### src/rtl/matmul_pkg.sv
// Shared constants and helpers for the sequential fixed-point matrix multiplier:
// FSM encoding, accumulator sizing, flat-vector indexing and saturation bounds.
package matmul_pkg;

    localparam logic [1:0] ST_IDLE  = 2'd0;
    localparam logic [1:0] ST_MAC   = 2'd1;
    localparam logic [1:0] ST_STORE = 2'd2;

    // Wide enough for N full-precision products plus a pre-scaled Out seed.
    function automatic int acc_width(input int w, input int n);
        return 2 * w + $clog2(n) + 1;
    endfunction

    function automatic int flat_idx(input int r, input int c, input int n, input int w);
        return (r * n + c) * w;
    endfunction

    function automatic longint sat_max(input int w);
        return (longint'(1) <<< (w - 1)) - 1;
    endfunction

    function automatic longint sat_min(input int w);
        return -(longint'(1) <<< (w - 1));
    endfunction

endpackage

### src/rtl/matmul_if.sv
// Load/start/done handshake and flat operand/result buses of the matrix multiplier.
interface matmul_if #(
    parameter int N = 3,
    parameter int W = 8
);
    logic               load;
    logic               start;
    logic               acc;
    logic [N*N*W-1:0]   a_flat;
    logic [N*N*W-1:0]   b_flat;
    logic [N*N*W-1:0]   out_flat;
    logic               busy;
    logic               done;

    modport master (
        output load, start, acc, a_flat, b_flat,
        input  out_flat, busy, done
    );

    modport slave (
        input  load, start, acc, a_flat, b_flat,
        output out_flat, busy, done
    );
endinterface

### src/rtl/fxp_mac.sv
// Signed multiply-accumulate with a seedable accumulator and a
// floor-shift-and-saturate output stage back to W bits.
module fxp_mac
    import matmul_pkg::*;
#(
    parameter int W    = 8,
    parameter int FRAC = 5,
    parameter int ACCW = 20
) (
    input  logic                   clk,
    input  logic                   rst,
    input  logic                   en,
    input  logic                   first,
    input  logic signed [ACCW-1:0] init_val,
    input  logic signed [W-1:0]    a,
    input  logic signed [W-1:0]    b,
    output logic signed [W-1:0]    q
);
    localparam logic signed [ACCW-1:0] MAX_V = ACCW'(sat_max(W));
    localparam logic signed [ACCW-1:0] MIN_V = ACCW'(sat_min(W));

    logic signed [2*W-1:0]  prod;
    logic signed [ACCW-1:0] base;
    logic signed [ACCW-1:0] shifted;
    logic signed [ACCW-1:0] acc_d;
    logic signed [ACCW-1:0] acc_q;

    always_comb begin
        prod    = a * b;
        base    = first ? init_val : acc_q;
        acc_d   = en ? base + ACCW'(prod) : acc_q;
        // Arithmetic shift floors toward minus infinity; no rounding term.
        shifted = acc_q >>> FRAC;
        if (shifted > MAX_V) begin
            q = MAX_V[W-1:0];
        end else if (shifted < MIN_V) begin
            q = MIN_V[W-1:0];
        end else begin
            q = shifted[W-1:0];
        end
    end

    always_ff @(posedge clk or posedge rst) begin
        if (rst) begin
            acc_q <= '0;
        end else begin
            acc_q <= acc_d;
        end
    end

endmodule

### src/rtl/matmul_seq.sv
// Sequential N x N signed fixed-point matrix multiplier (C = A*B or C = A*B + C)
// iterating one shared MAC over row-major elements, N MAC cycles plus one store each.
module matmul_seq
    import matmul_pkg::*;
#(
    parameter int N    = 3,
    parameter int W    = 8,
    parameter int FRAC = 5
) (
    input logic     clk,
    input logic     rst,
    matmul_if.slave bus
);
    localparam int             ACCW = acc_width(W, N);
    localparam int             IW   = $clog2(N);
    localparam int             FW   = N * N * W;
    localparam int             XW   = $clog2(FW);
    localparam logic [IW-1:0]  LAST = IW'(N - 1);

    logic [1:0]             state_q, state_d;
    logic [IW-1:0]          row_q, row_d;
    logic [IW-1:0]          col_q, col_d;
    logic [IW-1:0]          k_q, k_d;
    logic [FW-1:0]          a_q, a_d;
    logic [FW-1:0]          b_q, b_d;
    logic [FW-1:0]          out_q, out_d;
    logic                   acc_mode_q, acc_mode_d;
    logic                   done_q, done_d;

    logic [XW-1:0]          a_idx, b_idx, o_idx;
    logic signed [W-1:0]    a_el, b_el, o_el, mac_out;
    logic signed [ACCW-1:0] init_val;

    always_comb begin
        a_idx    = XW'(flat_idx(int'(row_q), int'(k_q), N, W));
        b_idx    = XW'(flat_idx(int'(k_q), int'(col_q), N, W));
        o_idx    = XW'(flat_idx(int'(row_q), int'(col_q), N, W));
        a_el     = a_q[a_idx +: W];
        b_el     = b_q[b_idx +: W];
        o_el     = out_q[o_idx +: W];
        // Accumulate mode seeds with the current Out element rescaled to product precision.
        init_val = acc_mode_q ? (ACCW'(o_el) <<< FRAC) : '0;
    end

    fxp_mac #(
        .W    (W),
        .FRAC (FRAC),
        .ACCW (ACCW)
    ) u_mac (
        .clk      (clk),
        .rst      (rst),
        .en       (state_q == ST_MAC),
        .first    (k_q == '0),
        .init_val (init_val),
        .a        (a_el),
        .b        (b_el),
        .q        (mac_out)
    );

    // NOTE: every _d gets a default from its _q first, so no path leaves a value unassigned and no latch is inferred.
    always_comb begin
        state_d    = state_q;
        row_d      = row_q;
        col_d      = col_q;
        k_d        = k_q;
        a_d        = a_q;
        b_d        = b_q;
        out_d      = out_q;
        acc_mode_d = acc_mode_q;
        done_d     = 1'b0;

        case (state_q)
            ST_IDLE: begin
                if (bus.load) begin
                    a_d = bus.a_flat;
                    b_d = bus.b_flat;
                end
                if (bus.start) begin
                    state_d    = ST_MAC;
                    row_d      = '0;
                    col_d      = '0;
                    k_d        = '0;
                    acc_mode_d = bus.acc;
                end
            end
            ST_MAC: begin
                if (k_q == LAST) begin
                    k_d     = '0;
                    state_d = ST_STORE;
                end else begin
                    k_d = k_q + 1'b1;
                end
            end
            ST_STORE: begin
                out_d[o_idx +: W] = mac_out;
                state_d           = ST_MAC;
                if (col_q == LAST) begin
                    col_d = '0;
                    if (row_q == LAST) begin
                        row_d   = '0;
                        state_d = ST_IDLE;
                        done_d  = 1'b1;
                    end else begin
                        row_d = row_q + 1'b1;
                    end
                end else begin
                    col_d = col_q + 1'b1;
                end
            end
            default: state_d = ST_IDLE;
        endcase
    end

    // NOTE: state updates use non-blocking assignments so every flop samples pre-edge values.
    always_ff @(posedge clk or posedge rst) begin
        if (rst) begin
            state_q    <= ST_IDLE;
            row_q      <= '0;
            col_q      <= '0;
            k_q        <= '0;
            // NOTE: the Out and operand register arrays are reset because a reset must visibly clear Out_flat.
            a_q        <= '0;
            b_q        <= '0;
            out_q      <= '0;
            acc_mode_q <= 1'b0;
            done_q     <= 1'b0;
        end else begin
            state_q    <= state_d;
            row_q      <= row_d;
            col_q      <= col_d;
            k_q        <= k_d;
            a_q        <= a_d;
            b_q        <= b_d;
            out_q      <= out_d;
            acc_mode_q <= acc_mode_d;
            done_q     <= done_d;
        end
    end

    assign bus.out_flat = out_q;
    assign bus.busy     = (state_q != ST_IDLE);
    assign bus.done     = done_q;

endmodule

### src/flat_wrapper.sv
// flat-port wrapper written by rule: the top's interface ports become plain ports
module matmul_seq_flat import matmul_pkg::*;
#(
    parameter int N    = 3,
    parameter int W    = 8,
    parameter int FRAC = 5
)
  (clk, rst, bus_load, bus_start, bus_acc, bus_a_flat, bus_b_flat, bus_out_flat, bus_busy, bus_done);
  matmul_if #(.N(N), .W(W)) bus_i ();
  input logic clk;
  input logic rst;
  input wire logic [$bits(bus_i.load)-1:0] bus_load;
  input wire logic [$bits(bus_i.start)-1:0] bus_start;
  input wire logic [$bits(bus_i.acc)-1:0] bus_acc;
  input wire logic [$bits(bus_i.a_flat)-1:0] bus_a_flat;
  input wire logic [$bits(bus_i.b_flat)-1:0] bus_b_flat;
  output wire logic [$bits(bus_i.out_flat)-1:0] bus_out_flat;
  output wire logic [$bits(bus_i.busy)-1:0] bus_busy;
  output wire logic [$bits(bus_i.done)-1:0] bus_done;
  assign bus_i.load = bus_load;
  assign bus_i.start = bus_start;
  assign bus_i.acc = bus_acc;
  assign bus_i.a_flat = bus_a_flat;
  assign bus_i.b_flat = bus_b_flat;
  assign bus_out_flat = bus_i.out_flat;
  assign bus_busy = bus_i.busy;
  assign bus_done = bus_i.done;
  matmul_seq #(.N(N), .W(W), .FRAC(FRAC)) u_core (.clk(clk), .rst(rst), .bus(bus_i));
endmodule
### config.mk
export PLATFORM = sky130hd
export DESIGN_NAME = matmul_seq_flat
export DESIGN_NICKNAME = d
export VERILOG_FILES = /design/src/rtl/matmul_pkg.sv /design/src/rtl/matmul_if.sv /design/src/rtl/fxp_mac.sv /design/src/rtl/matmul_seq.sv /design/src/flat_wrapper.sv
export SDC_FILE = /design/constraint.sdc
export NUM_CORES = 1
export LEC_CHECK = 0
export CAP_MARGIN = 20
export CORE_ASPECT_RATIO = 1.1
export CORE_UTILIZATION = 55
export CTS_CLUSTER_DIAMETER = 200
export CTS_CLUSTER_SIZE = 28
export DETAILED_ROUTE_END_ITERATION = 7
export GPL_ROUTABILITY_DRIVEN = 0
export GPL_TIMING_DRIVEN = 0
export PLACE_DENSITY = 0.81
export SYNTH_ARGS = -nofsm -noshare
export SYNTH_HDL_FRONTEND = slang
export SYNTH_SLANG_ARGS = --single-unit
### constraint.sdc
create_clock -name clk -period 11.7 [get_ports clk]
set_input_delay 2.34 -clock clk [delete_from_list [all_inputs] [get_ports clk]]
set_output_delay 2.34 -clock clk [all_outputs]
set_load 0.01 [all_outputs]
== After elaboration in Yosys (flattened, before gate mapping) ==
Index checks and enable logic that the tools add are counted.
Operators by class
  add/sub/neg operators: 8
  multiply operators: 3
  magnitude comparators: 2
  equality and inequality tests: 8
  shift operators: 5
  multiplexer cells: 21
  reductions and logical operators: 11
Operators with widths (count)
  $shiftx A72 B8 Y8: 3
  $bwmux W72: 1
  $shift A8 B9 Y72 const A: 1
  $shiftx A8 B9 Y72: 1
  $mux W19: 2
  $add A19 B16 Y19: 1
  $mul A8 B8 Y16: 1
  $mux W2: 8
  $mux W8: 2
  $gt A14 B8 Y1 const B: 1
  $lt A14 B8 Y1 const B: 1
  $pmux W2 S2: 3
  $reduce_and A2 Y1: 5
  $neg A7 Y9: 1
  $add A4 B3 Y4: 2
  $eq A2 B2 Y1 const B: 4
  $mul A2 B2 Y4 const B: 2
  $add A2 B1 Y2 const B: 3
  $pmux W2 S3: 1
  $reduce_bool A2 Y1: 3
  $add A4 B2 Y4: 1
  $logic_not A2 Y1: 2
  $mux W1: 4
  $ne A2 B1 Y1 const B: 2
  other kinds (3): 3
Word-level totals
  bits in registers: 245
  output and inout port bits: 74
  word-level logic and storage cells: 68

== Logic depth before layout (Yosys ltp) ==
Gate-level depths: netlist of the first run.
  word-level depth: 6
  mapped depth: 31
  mapped depth without buffers: 29

== By module ==
From an unflattened synthesis of the first run, not the netlist that was laid out.
Second synthesis, totals
  cell total of the unflattened synthesis: 1140
  area, all modules: 15147.0 µm²
By module, submodules not included
  matmul_seq: instances 1, cells each 682, area an instance 10674.0 µm²
  fxp_mac: instances 1, cells each 458, area an instance 4473.0 µm²

== Worst setup path before layout of the first run ==
OpenSTA, ideal clock, no wires.
  path type: flip-flop to flip-flop
  start point: register u_core.k_q[0]
  end point: register u_core.u_mac.acc_q[18]
  data arrival time: 7.761 ns
  data required time: 11.614 ns
  setup slack: 3.853 ns
  cell stages (with the launch flop): 28
  buffers on the path: 2
  clock period less this slack: 7.847 ns
  cells stage by stage: dfrtp_1 > fa_1 > ha_1 > fa_1 > clkbuf_1 > buf_1 > mux4_2 > mux2i_1 > o21ai_1 > and2_1 > inv_1 > fa_1 > inv_1 > fa_1 > fa_1 > fa_1 > inv_1 > fa_1 > inv_1 > ha_1 > a21o_1 > a21oi_1 > a21oi_1 > o41ai_1 > a31oi_1 > xnor2_1 > o221ai_1 > nor3_1
On the way
  longest elaborated chain between the ends: 5
  elaborated cells on any way between the ends: 9
  classes of those cells: add/sub (3); mul (2); shift (2); mux (1); reduce/logical (1)
Ends and longest elaborated chain
  from (decl): line matmul_seq.sv:23  | logic [IW-1:0] k_q, k_d;
  from (signal assigned): line matmul_seq.sv:131  | k_q <= k_d;
  $mul A2 B2 Y4: line matmul_pkg.sv:15  | return (r * n + c) * w;
  $add A4 B3 Y4: line matmul_pkg.sv:15
  $shiftx A72 B8 Y8: line matmul_seq.sv:39  | b_el = b_q[b_idx +: W];
  $mul A8 B8 Y16: line fxp_mac.sv:29  | prod = a * b;
  $add A19 B16 Y19 *: line fxp_mac.sv:31  | acc_d = en ? base + ACCW'(prod) : acc_q;
  to (signal assigned): line fxp_mac.sv:45  | acc_q <= '0;
  to (signal assigned): line fxp_mac.sv:47  | acc_q <= acc_d;
  to (decl): line fxp_mac.sv:26  | logic signed [ACCW-1:0] acc_q;
Every way passes the cells marked *; elsewhere a longest branch is shown, timed or not.
A chain may end at the register's enable or synchronous reset.

== Final worst setup path of the first run ==
  start point: register u_core.k_q[1]
  end point: register u_core.u_mac.acc_q[18]
Same word-level chain as after synthesis.

==> results of run 1 <==
sequential cells by signal, indices dropped and copies added (netlist names), 2 cells and up:
register and flops:
u_core.a_q 72, u_core.b_q 72, u_core.bus.out_flat 72, u_core.u_mac.acc_q 19
u_core.col_q 2, u_core.k_q 2, u_core.row_q 2, u_core.state_q 2
worst max-delay path, stage by stage, from the launching register on:
cell      delay [ps]
dfrtp_1          530
fa_1             480
ha_1             210
fa_1             510
clkbuf_1         450
buf_1            640
mux4_2           360
mux2i_1          100
o21ai_1          540
and2_1           250
inv_1            310
fa_1             630
inv_1             60
fa_1             520
fa_1             440
fa_1             540
inv_1             50
fa_1             520
inv_1             40
ha_1             230
a21o_1           160
a21oi_1          180
a21oi_1          110
o41ai_1          460
a31oi_1          290
xnor2_1          340
o221ai_1         170
nor3_1           200
cell usage in the layout, fill, tap and decap left out, types with 15 or more instances in the layout:
| cell type | instances |
|---|---|
| a21oi_1 | 33 |
| clkbuf_1 | 28 |
| clkdlybuf4s50_1 | 222 |
| dfrtp_1 | 245 |
| fa_1 | 89 |
| ha_1 | 61 |
| inv_1 | 114 |
| mux2_2 | 182 |
| mux2i_1 | 25 |
| mux4_2 | 48 |
| nand2_1 | 123 |
| nor2_1 | 48 |
| o21ai_0 | 52 |
| xnor2_1 | 15 |
cells by family after synthesis:
family,Yosys count
multiplexers,255
AO/OA/AOI/OAI,142
buffers and inverters,164
adder cells (fa/ha/maj),150
XOR/XNOR,27
flip-flops,245
AND/OR/NAND/NOR,238
per-stage QoR:
stage / setup TNS, ps / cell area [um^2] / utilization (%) / hold slack [ps] / cells
after floorplan: 0 / 14900 / - / 438 / 1221
after global placement: -75530 / 17500 / 66.5 / 450 / 1795
after detailed placement: 0 / 17600 / 66.6 / 456 / 1796
after CTS: 0 / 17900 / 67.9 / 481 / 1810
after global routing: 0 / 17900 / 67.9 / 514 / 1811
final: 0 / 17900 / 67.9 / 481 / 1811
path summary, 6_finish.rpt:
path	slack, ps	cells after the start	end
min reg2reg	480	2	u_core.u_mac.acc_q[0]
max in group asynchronous	8150	3	u_core.b_q[70]
max reg2reg	2260	27	u_core.u_mac.acc_q[18]
max	2260	27	u_core.u_mac.acc_q[18]
min	480	2	u_core.u_mac.acc_q[0]
min in group asynchronous	2420	2	u_core.b_q[27]
cell usage after synthesis (15+ instances only):
cell type  count  area, um^2
inv_1        115         432
mux4_2        48        1080
o21ai_0       52         260
mux2_2       182        2050
nor2_1        48         180
clkbuf_1      28         105
a21oi_1       33         165
mux2i_1       25         250
nand2_1      123         462
dfrtp_1      245        6130
xnor2_1       15         131
ha_1          61         763
fa_1          89        1780
final cells by class:
type,count,area (um^2)
tap,352,440
buffer,47,200
clock inverter,1,8.76
timing repair buffer,223,2250
clock buffer,13,325
sequential,245,6130
inverter,117,447
fill,1969,8460
antenna,1,2.50
multi-input combinational,812,8110
layer usage:
metal	wire [um]	vias up	share of wire (%)
li1	-	4637	-
met1	14900	5240	42
met4	691	2	2.0
met5	12	-	0.034
met3	2000	52	5.7
met2	17600	293	50
==> metrics.md, run 1 <==
| Metric | Value |
|---|---|
| Initial core utilization | `a little under three fifths` |
| Fin crit period | `9440 ps` |
| Gr ovfl total | `0` |
| Fraction of layout cells with a size suffix above 1 | `18.7%` |
| Vias in the first global route | `11,000` |
| Initial antenna violation count | `2` |
| Pre-CTS setup slack | `2300 ps` |
| # DRC | `0` |
| Die Ht | `175 um` |
| Max_slew headroom | `34.5%` |
| Ys async rst share | `100%` |
| Setup crit end kind | `register` |
| Post-synthesis xor/xnor area fraction | `1.69%` |
| Main flop type after synthesis | `dfrtp_1` |
| Met3 usage | `around 4.7%` |
| Clk_skew | `approximately 26 ps` |
| Tcrit/Tclk final | `about four fifths` |
| Combinational family with the most area after synthesis | `multiplexers` |
| Syn Nets | `roughly 1,500` |
| Cell area after synthesis | `14,900 um^2` |
| CTS Hold Bufs | `0` |
| Clock Path Buffers | `3` |
| Number of synthesized flops with an enable pin | `0` |
| Setup bufs post-CTS | `0` |
| Final setup fails | `0` |
| First-pass GRT wire length | `57,800 um` |
| Worst-path clk slew | `between 100 and 150 ps` |
| Drt pass-1 iters | `5` |
| Synth Instances | `approximately 1,200` |
| CP Class | `register to register` |
| Max FO, Critical Path | `11` |
| CTS tree | `built` |
| Vias/cell | `approximately 5.6` |
| Adder-cell area share of the yosys netlist | `17.1%` |
| GRT Total Usage | `26.4%` |
| Worst Path Required | `~12,000 ps` |
| Remaining antenna violation count | `0` |
| Synth Area in Simple Gates | `approximately 7.3%` |
| IO Pins | `approximately 220` |
| Endpoints failing hold | `0` |
| Crit. Startpoint | `u_core.k_q[1]` |
| Clk sinks | `about 250` |
| Global-route met2 utilization | `between 40% and 50%` |
| Fmax | `0.106 GHz` |
| RR Startpoint | `u_core.k_q[1]` |
| Compound-Gate Fraction of Synth Area | `5.63%` |
| Max-Cap Viols | `0` |
| Die ar. | `roughly 28,000 um^2` |
| Post-Route WL | `35,200 um` |
| Rows | `62` |
| Root Driver | `clkbuf_16` |
| Final Worst Setup Slack | `about 2300 ps` |
| H-tree levels | `1` |
| Worst slew pin tran | `just under 1000 ps` |
| Die X | `between 150 and 200 um` |
| Post-synthesis sequential area ratio | `approximately two fifths` |
| Port buffer count | `between 200 and 250` |
| # resized after CTS | `0` |
| Synth Area per Inst | `approximately 12 um^2` |
| Synth cell types | `54` |
| CP arrival | `9850 ps` |
| Outcome | `complete, no violations` |
| Met1 usage | `35.0%` |
| Ys Warns | `0` |
| Mux cell area share after synthesis | `between 20% and 30%` |
| #FFs+latches synth | `245` |
| Unrepaired setup endpoints after global routing | `no` |
| Worst skew pair latency | `500 ps` |
| Wire per inst | `19.4 um` |
| Core Area | `~26,000 um^2` |
| Worst Min Path Start | `u_core.u_mac.acc_q[0]` |
| Post-DP HPWL | `~27,000 um` |
| Grt peak-use layer | `met2` |
| Min-Delay Path Class | `register to register` |
| Num CTS Buffers | `12` |
| P&R area growth vs syn | `20.4%` |
| Final net count | `~1,800` |
| Largest net degree at the start of global routing | `126` |
| Final Max Slew Viols | `0` |
| Via count of the routed design | `10,200` |
| First DRT Iteration DRCs | `just under 500` |
| CP startpoint kind | `register` |
Power of run 1 is left out: the tool's default activity adds up to more than one toggle a clock period on the data nets, which glitch-free logic cannot reach.
==> run 2, diff against run 1 <==
- clock period: 11.7 -> 9.5 ns (I/O delays scaled with it)
==> run 2 against run 1 <==
Against the previous run: via count about the same; hold slack got worse by 1.6 ps; cell count about the same; wire length increased by 0.14%; global-route usage unchanged; first-iteration DRC count increased by 13%; core utilization increased by 0.071 points; non-clock buffer count decreased by 1; critical endpoint unchanged.
==> metrics.md, run 2 (same netlist as run 1, synthesis figures left out) <==
| Metric | Value |
|---|---|
| Met2 Routed Length | `17,600 um (about the same)` |
| # resized after CTS | `0 (unchanged)` |
| Gr ovfl total | `0 (unchanged)` |
| Worst skew pair latency | `500 ps (about the same)` |
| Rows | `62 (unchanged)` |
| WL met1 | `14,800 um (was 14,900 um)` |
| Min-Delay Path Class | `register to register (unchanged)` |
| Most frequent cells in the layout | `dfrtp_1, clkdlybuf4s50_1, mux2_2, nand2_1, inv_1 (unchanged)` |
| Initial core utilization | `56.4% (unchanged)` |
| Worst slew pin tran | `935 ps (was 983 ps)` |
| Post-Route WL | `35,200 um (about the same)` |
| Post-DP HPWL | `27,200 um (unchanged)` |
| CP arrival | `9410 ps (was 9850 ps)` |
| First-pass GRT wire length | `57,800 um (unchanged)` |
| Max FO, Critical Path | `10 (was 11)` |
| CTS tree | `built (unchanged)` |
| Initial antenna violation count | `2 (unchanged)` |
| Drt pass-1 iters | `5 (unchanged)` |
| Final Hold Slack | `480 ps (was 481 ps)` |
| Unrepaired setup endpoints after global routing | `no (unchanged)` |
| Vias/cell | `5.65 (about the same)` |
| Die X | `159 um (unchanged)` |
| Vias in the first global route | `11,000 (unchanged)` |
| Final Max Slew Viols | `0 (unchanged)` |
| Die ar. | `27,700 um^2 (unchanged)` |
| Max_slew headroom | `37.6% (was 34.5%)` |
| Fin crit period | `9000 ps (was 9440 ps)` |
| Clk_skew | `25.5 ps (was 25.9 ps)` |
| Max-Cap Viols | `0 (unchanged)` |
| Num CTS Buffers | `12 (unchanged)` |
| Met3 wire length | `2030 um (was 2000 um)` |
| Outcome | `complete, no violations (unchanged)` |
| Fmax | `0.111 GHz (was 0.106 GHz)` |
| First DRT Iteration DRCs | `562 (was 496)` |
| # DRC | `0 (unchanged)` |
| Setup bufs post-CTS | `0 (unchanged)` |
| Fraction of layout cells with a size suffix above 1 | `19.1% (was 18.7%)` |
| Remaining antenna violation count | `0 (unchanged)` |
| Port buffer count | `222 (unchanged)` |
| Worst-path clk slew | `120 ps (about the same)` |
| Commonest non-fill, non-tap cell in the layout | `dfrtp_1 (unchanged)` |
| Final net count | `1,756 (was 1,757)` |
| Clock Path Buffers | `3 (unchanged)` |
| Endpoints failing hold | `0 (unchanged)` |
| Setup crit end kind | `register (unchanged)` |
| Tcrit/Tclk final | `94.7% (was 80.7%)` |
| Wire per inst | `19.5 um (was 19.4 um)` |
| Core Area | `26,400 um^2 (unchanged)` |
| Largest net degree at the start of global routing | `126 (unchanged)` |
| Clk sinks | `245 (unchanged)` |
| Worst Path Required | `9910 ps (was 12,110 ps)` |
| H-tree levels | `1 (unchanged)` |
| CP Class | `register to register (unchanged)` |
| CP startpoint kind | `register (unchanged)` |
| Top Metal Used | `met5 (unchanged)` |
| CTS Hold Bufs | `0 (unchanged)` |
| Filler cells | `1,965 (was 1,969)` |
| Via count of the routed design | `10,200 (about the same)` |
| Die Ht | `175 um (unchanged)` |
| IO Pins | `223 (unchanged)` |
| Root Driver | `clkbuf_16 (unchanged)` |
| P&R area growth vs syn | `20.5% (was 20.4%)` |
| Final setup fails | `0 (unchanged)` |
| GRT Total Usage | `26.4% (unchanged)` |
run 2: stage by stage:
stage          area (um^2)  utilization, %  setup slack (ps)  setup TNS (ps)  cells
2_1_floorplan        14900               -               870               0   1221
5_1_grt              17900            68.0              47.5               0   1810
4_1_cts              17900            67.9              21.9               0   1810
3_3_place_gp         17500            66.5             -2090         -506730   1795
3_5_place_dp         17600            66.6               105               0   1796
6_report             17900            68.0               500               0   1810
run 2: worst paths after layout:
kind / end / from / slack (ps) / cells after the start
max reg2reg: u_core.u_mac.acc_q[18] / u_core.k_q[1] / 500 / 26
min reg2reg: u_core.u_mac.acc_q[0] / u_core.u_mac.acc_q[0] / 480 / 2
min: u_core.u_mac.acc_q[0] / u_core.u_mac.acc_q[0] / 480 / 2
max in group asynchronous: u_core.a_q[1] / rst / 6410 / 3
min in group asynchronous: u_core.b_q[27] / rst / 1990 / 2
max: u_core.u_mac.acc_q[18] / u_core.k_q[1] / 500 / 26
run 2: critical path: stages, from the launching register on:
cell	delay (ps)
dfrtp_1	500
fa_1	500
ha_1	210
fa_1	800
clkbuf_2	430
mux4_2	400
mux2i_1	150
nor2_1	50
a21oi_1	730
nand2b_1	240
fa_1	430
fa_1	540
inv_1	60
fa_1	500
fa_1	540
inv_1	50
fa_1	520
inv_1	40
ha_1	230
a21o_1	160
a21oi_1	180
a21oi_1	110
o41ai_1	490
a31oi_1	300
xnor2_1	340
o221ai_1	170
nor3_1	200
run 2: cell type report:
| class | count | area [um^2] | share of cell area (%) |
|---|---|---|---|
| antenna | 1 | 2.50 | 0.0140 |
| buffer | 46 | 199 | 1.11 |
| clock buffer | 13 | 325 | 1.81 |
| clock inverter | 1 | 8.76 | 0.0488 |
| inverter | 117 | 450 | 2.51 |
| multi-input combinational | 812 | 8130 | 45.3 |
| sequential | 245 | 6130 | 34.2 |
| tap | 352 | 440 | 2.46 |
| timing repair buffer | 223 | 2250 | 12.5 |
run 2: routing by layer:
metal	global-route usage [%]	vias to the layer above
li1	-	4636
met1	35.0	5233
met2	44.7	304
met3	4.75	59
met4	7.04	2
met5	0	-
Power of run 2 is left out for the same reason.
